==> src/rtl/debug_pattern_generator_2.sv <==
// rtl/debug_pattern_generator_2.sv - colour-bar test pattern source feeding a downstream pixel FIFO
module debug_pattern_generator_2 #(
    parameter int FRAME_WIDTH  = 640,
    parameter int FRAME_HEIGHT = 480
) (
    input  logic        clk,
    input  logic        reset,
    input  logic        queue_full,
    output logic [16:0] queue_data,
    output logic        queue_wr_en,
    output logic        queue_wr_clk
);

    localparam int BAR_WIDTH = FRAME_WIDTH / 10;
    localparam logic [10:0] LAST_COL = 11'(FRAME_WIDTH - 1);
    localparam logic [10:0] LAST_ROW = 11'(FRAME_HEIGHT - 1);

    localparam logic [15:0] BAR_COLOUR [10] = '{
        16'hFFFF, 16'hFFE0, 16'h07FF, 16'h07E0, 16'hF81F,
        16'hF800, 16'h001F, 16'h0000, 16'h8410, 16'hFD20
    };

    logic [10:0] col_q, col_d;
    logic [10:0] row_q, row_d;
    logic        run_q, run_d;
    logic [15:0] pixel;

    assign queue_wr_clk = clk;
    assign queue_wr_en  = run_q & ~queue_full;
    assign queue_data   = {(col_q == 11'd0) && (row_q == 11'd0), pixel};

    // Scan from the right so the lowest matching bar wins; columns past the
    // last whole bar keep the black default.
    always_comb begin
        pixel = 16'h0000;
        for (int i = 9; i >= 0; i--) begin
            if (int'(col_q) < (i + 1) * BAR_WIDTH) begin
                pixel = BAR_COLOUR[i];
            end
        end
    end

    always_comb begin
        col_d = col_q;
        row_d = row_q;
        run_d = 1'b1;
        if (queue_wr_en) begin
            if (col_q == LAST_COL) begin
                col_d = 11'd0;
                row_d = (row_q == LAST_ROW) ? 11'd0 : row_q + 11'd1;
            end else begin
                col_d = col_q + 11'd1;
            end
        end
    end

    always_ff @(posedge clk or posedge reset) begin
        if (reset) begin
            col_q <= 11'd0;
            row_q <= 11'd0;
            run_q <= 1'b0;
        end else begin
            col_q <= col_d;
            row_q <= row_d;
            run_q <= run_d;
        end
    end

endmodule

==> config.mk <==
export PLATFORM = sky130hd
export DESIGN_NAME = debug_pattern_generator_2
export DESIGN_NICKNAME = d
export VERILOG_FILES = /design/src/rtl/debug_pattern_generator_2.sv
export SDC_FILE = /design/constraint.sdc
export NUM_CORES = 1
export LEC_CHECK = 0
export ABC_AREA = 1
export BUFFER_PORTS_ARGS = -buffer_cell sky130_fd_sc_hd__buf_2
export CAP_MARGIN = 10
export CORE_ASPECT_RATIO = 1.2
export CORE_MARGIN = 5
export CORE_UTILIZATION = 54
export CTS_BUF_LIST = sky130_fd_sc_hd__clkbuf_4
export CTS_CLUSTER_DIAMETER = 100
export CTS_CLUSTER_SIZE = 12
export DETAILED_ROUTE_END_ITERATION = 10
export HOLD_SLACK_MARGIN = 0.15
export PLACE_DENSITY = 0.75
export RECOVER_POWER = 100
export SLEW_MARGIN = 20
export SYNTH_ARGS = -nofsm -noshare
export SYNTH_HDL_FRONTEND = slang
export SYNTH_SLANG_ARGS = --single-unit
==> constraint.sdc <==
create_clock -name clk -period 2.8 [get_ports clk]
set_input_delay 0.56 -clock clk [delete_from_list [all_inputs] [get_ports clk]]
set_output_delay 0.56 -clock clk [all_outputs]
set_load 0.01 [all_outputs]
# Yosys cells after proc, flatten, opt, wreduce, memory -nomap -nowiden
# Cells that the tools add are included.
[classes]
mux = 12
bitwise_logic = 2
magnitude_cmp = 10
eq_ne = 2
add_sub_neg = 2
reduce_logical = 4
[op_table]
columns = ["op", "count"]
rows = [
  ["2-to-1 mux 16 bit", 10],
  ["< comparator 11 x 9 -> 1 bit, second input constant", 4],
  ["< comparator 11 x 10 -> 1 bit, second input constant", 3],
  ["adder 11 x 1 -> 11 bit, second input constant", 2],
  ["logical NOT 11 bit", 2],
  ["< comparator 11 x 8 -> 1 bit, second input constant", 2],
  ["2-to-1 mux 11 bit", 2],
  ["equality test 11 x 10 -> 1 bit, second input constant", 1],
  ["equality test 11 x 9 -> 1 bit, second input constant", 1],
  ["< comparator 11 x 7 -> 1 bit, second input constant", 1],
  ["AND reduction 2 bit", 1],
  ["bitwise AND 1 bit", 1],
  ["logical AND 1 bit", 1],
  ["inverter 1 bit", 1],
]
[totals]
input_bits = 3
wordCells = 35
regBits = 23
out_inout_bits = 19

# Depth between registers and ports, before layout
[depth]
word_depth = 11
depth_mapped = 9
ltp_nobuf = 9

==> impl_metrics.json <==
{
  "final-hold-violation-count": 0,
  "area_delta_synth_final_pct": 2.59,
  "hold_buffers": 0,
  "rows": 22,
  "tightest_slew_ns": 0.887,
  "seq_area_frac_synth_pct": 35.1,
  "period_minus_slack_ns": 2.32,
  "drv_cap": 0,
  "synthDistinctLibCells": 26,
  "grt_util_all_layers_pct": 17.9,
  "seq_power_share_pct": 38.7,
  "syn-cell-area_sq_mm": 0.00164,
  "finalCritPeriodShare_pct": 82.9,
  "hpwl_mm": 2.66,
  "ys_seq_elements": 23,
  "grt_max_degree": 24,
  "avgSynthCellArea_sq_um": 6.96,
  "start_kind": "register",
  "num_antenna_cells": 0,
  "ioPinCount": 22,
  "wire_per_inst_um": 12.3,
  "clk_pin_slew_ns": 0.14,
  "grt_setup_unrepaired": "no",
  "met3_length_um": 164,
  "worstSetupPathType": "register to output port",
  "highest_layer": "met4",
  "drv_slew": 0,
  "grt_pass1_wl_mm": 5.88,
  "power_density_mw_per_mm2": 755,
  "r2r_start": "col_q[0]",
  "grt-ovfl-total": 0,
  "die_w_um": 60.3,
  "num_vias": 1438,
  "drc": 0,
  "coreArea_sq_mm": 0.00300,
  "status": "completed",
  "internal_power_uw": 688,
  "nFillCells": 299,
  "slew_headroom_pct": 40.8,
  "drtIter0Drc": 81,
  "crit_start": "col_q[10]",
  "ff2ff_path_depth": 7,
  "detail_route.vias_per_cell": 4.99,
  "regArea_sq_um": 576,
  "yosysWarnings": 0,
  "pwr-share-clk_pct": 18.7,
  "final_layout_size_suffix_gt1_share_pct": 7.94,
  "met2_length_mm": 1.84,
  "ant_nets": 0,
  "met1Wirelength_mm": 1.51,
  "multi_input_area_sq_um": 811,
  "setup_tns_ns": 0,
  "fp.dieH_um": 70.4,
  "p_comb_share_pct": 42.6,
  "setup_viol": 0,
  "cp-end-kind": "output port",
  "fin_skew_ns": 0.00710,
  "total_leakage_power_uw": 0.000859,
  "hold_path_class": "input pin to asynchronous set/reset pin",
  "post_cts_buffers": 0,
  "synth_nets": 243,
  "gp_congestion": 0.900,
  "post_cts_resized": 0,
  "switchingPower_uw": 584,
  "total_power_uw": 1270,
  "switching_share_pct": 45.9,
  "die-area_sq_mm": 0.00425,
  "peakVddDrop_v": 0.000352,
  "cts_tree": "built",
  "antenna_found_initial": 0,
  "fmax_mhz": 431,
  "start_util_pct": 54.7,
  "worstPathArrival_ns": 1.76,
  "drt-total-wl_mm": 3.55,
  "dr.pass1.iters": 4,
  "clk_latency_ns": 0.43,
  "fin_nets": 260,
  "cp_data_required_time_ns": 2.24,
  "grt_pass1_vias": 1307,
  "crit_fanout": 5,
  "syn_inst": 236,
  "io_buffers": 21
}
-- layer usage --
metal / global-route usage [%] / vias to the layer above
met3: 2.22 / 4
met4: 5.67 / 0
met2: 30.2 / 32
li1: - / 758
met1: 23.2 / 644
met5: 0 / -
-- flip-flops by register name (all words and copies together) (netlist names) --
name and cells:
run_q 1, col_q 11, row_q 11
-- critical path, stage by stage (launching register included) --
cell      delay [ns]
dfrtp_1         0.48
nor2_1          0.13
inv_1           0.08
nor2_1          0.26
nand3_1         0.11
nor2_1          0.12
clkbuf_1        0.16
-- power by group through the flow --
stage	registers, uW	clock network, uW	logic, uW
after floorplan	471	29.4	510
after global placement	497	21.6	587
after detailed placement	498	21.6	600
after CTS	491	251	603
after global routing	503	262	618
final	493	238	542
-- Yosys cell counts --
| cell type | count | area (sq um) |
|---|---|---|
| nand3_2 | 3 | 30.0 |
| nand4_1 | 7 | 43.8 |
| nand2_1 | 72 | 270 |
| ha_1 | 4 | 50.1 |
| nand4_2 | 1 | 12.5 |
| nor2_4 | 3 | 33.8 |
| nand3_1 | 17 | 85.1 |
| a21oi_1 | 2 | 10.0 |
| dfrtp_1 | 23 | 576 |
| xnor2_1 | 2 | 17.5 |
| inv_2 | 2 | 7.51 |
| xor2_1 | 4 | 35.0 |
| nand3b_1 | 1 | 7.51 |
| inv_1 | 30 | 113 |
| nor3b_1 | 1 | 7.51 |
| o21ai_0 | 5 | 25.0 |
| nor3_1 | 3 | 15.0 |
| nor2_2 | 3 | 18.8 |
| o21ai_2 | 2 | 17.5 |
| buf_4 | 10 | 75.1 |
| nand2_2 | 3 | 18.8 |
| conb_1 | 1 | 3.75 |
| nor2_1 | 32 | 120 |
| buf_6 | 2 | 22.5 |
| nor3_4 | 1 | 16.3 |
| o21ai_1 | 2 | 10.0 |
-- final timing paths --
check,to,slack (ns)
max,queue_data[16],0.48
min,col_q[7],0.29
max reg2reg,row_q[9],0.92
min reg2reg,col_q[2],0.53
max in group asynchronous,row_q[0],1.97
min in group clk,col_q[7],0.51
-- layout make-up --
class / count / share of cell area (%)
Clock buffer: 7 / 2.90
Multi-Input combinational cell: 169 / 48.1
Inverter: 32 / 7.13
Sequential cell: 23 / 34.2
Clock inverter: 1 / 0.297
Timing Repair Buffer: 20 / 4.68
Tap cell: 36 / 2.67
-- logic make-up (layout without fill, tap and decap cells) --
family / after synthesis / in the layout / synth area share (%)
other: 1 / 1 / 0.228
flip-flops: 23 / 23 / 35.1
AND/OR/NAND/NOR: 147 / 147 / 41.4
adder cells (fa/ha/maj): 4 / 4 / 3.05
AO/OA/AOI/OAI: 11 / 11 / 3.81
buffers and inverters: 44 / 60 / 13.3
XOR/XNOR: 6 / 6 / 3.20
-- cell usage in the layout (no fill, tap or decap), types with 3 or more instances in the layout --
cell type   n
inv_1      31
nand4_1     8
ha_1        4
o21ai_0     8
nand2_2     3
xor2_1      4
dfrtp_1    23
nand2_1    72
nor3_1      3
nor2_1     35
clkbuf_1   18
clkbuf_4    6
nand3_1    19
buf_2       3
-- per-stage QoR --
step / worst slack, ns / instances / cell area [sq um] / util (%) / hold slack, ns
6_report: 0.478 / 288 / 1680 / 56.1 / 0.293
2_1_floorplan: 0.721 / 236 / 1640 / - / 0.475
5_1_grt: 0.285 / 288 / 1680 / 56.1 / 0.364
3_3_place_gp: 0.725 / 281 / 1690 / 56.5 / 0.516
4_1_cts: 0.483 / 288 / 1740 / 58.1 / 0.324
3_5_place_dp: 0.725 / 281 / 1690 / 56.5 / 0.513
Note: power is estimated with default switching activity, not from simulation.
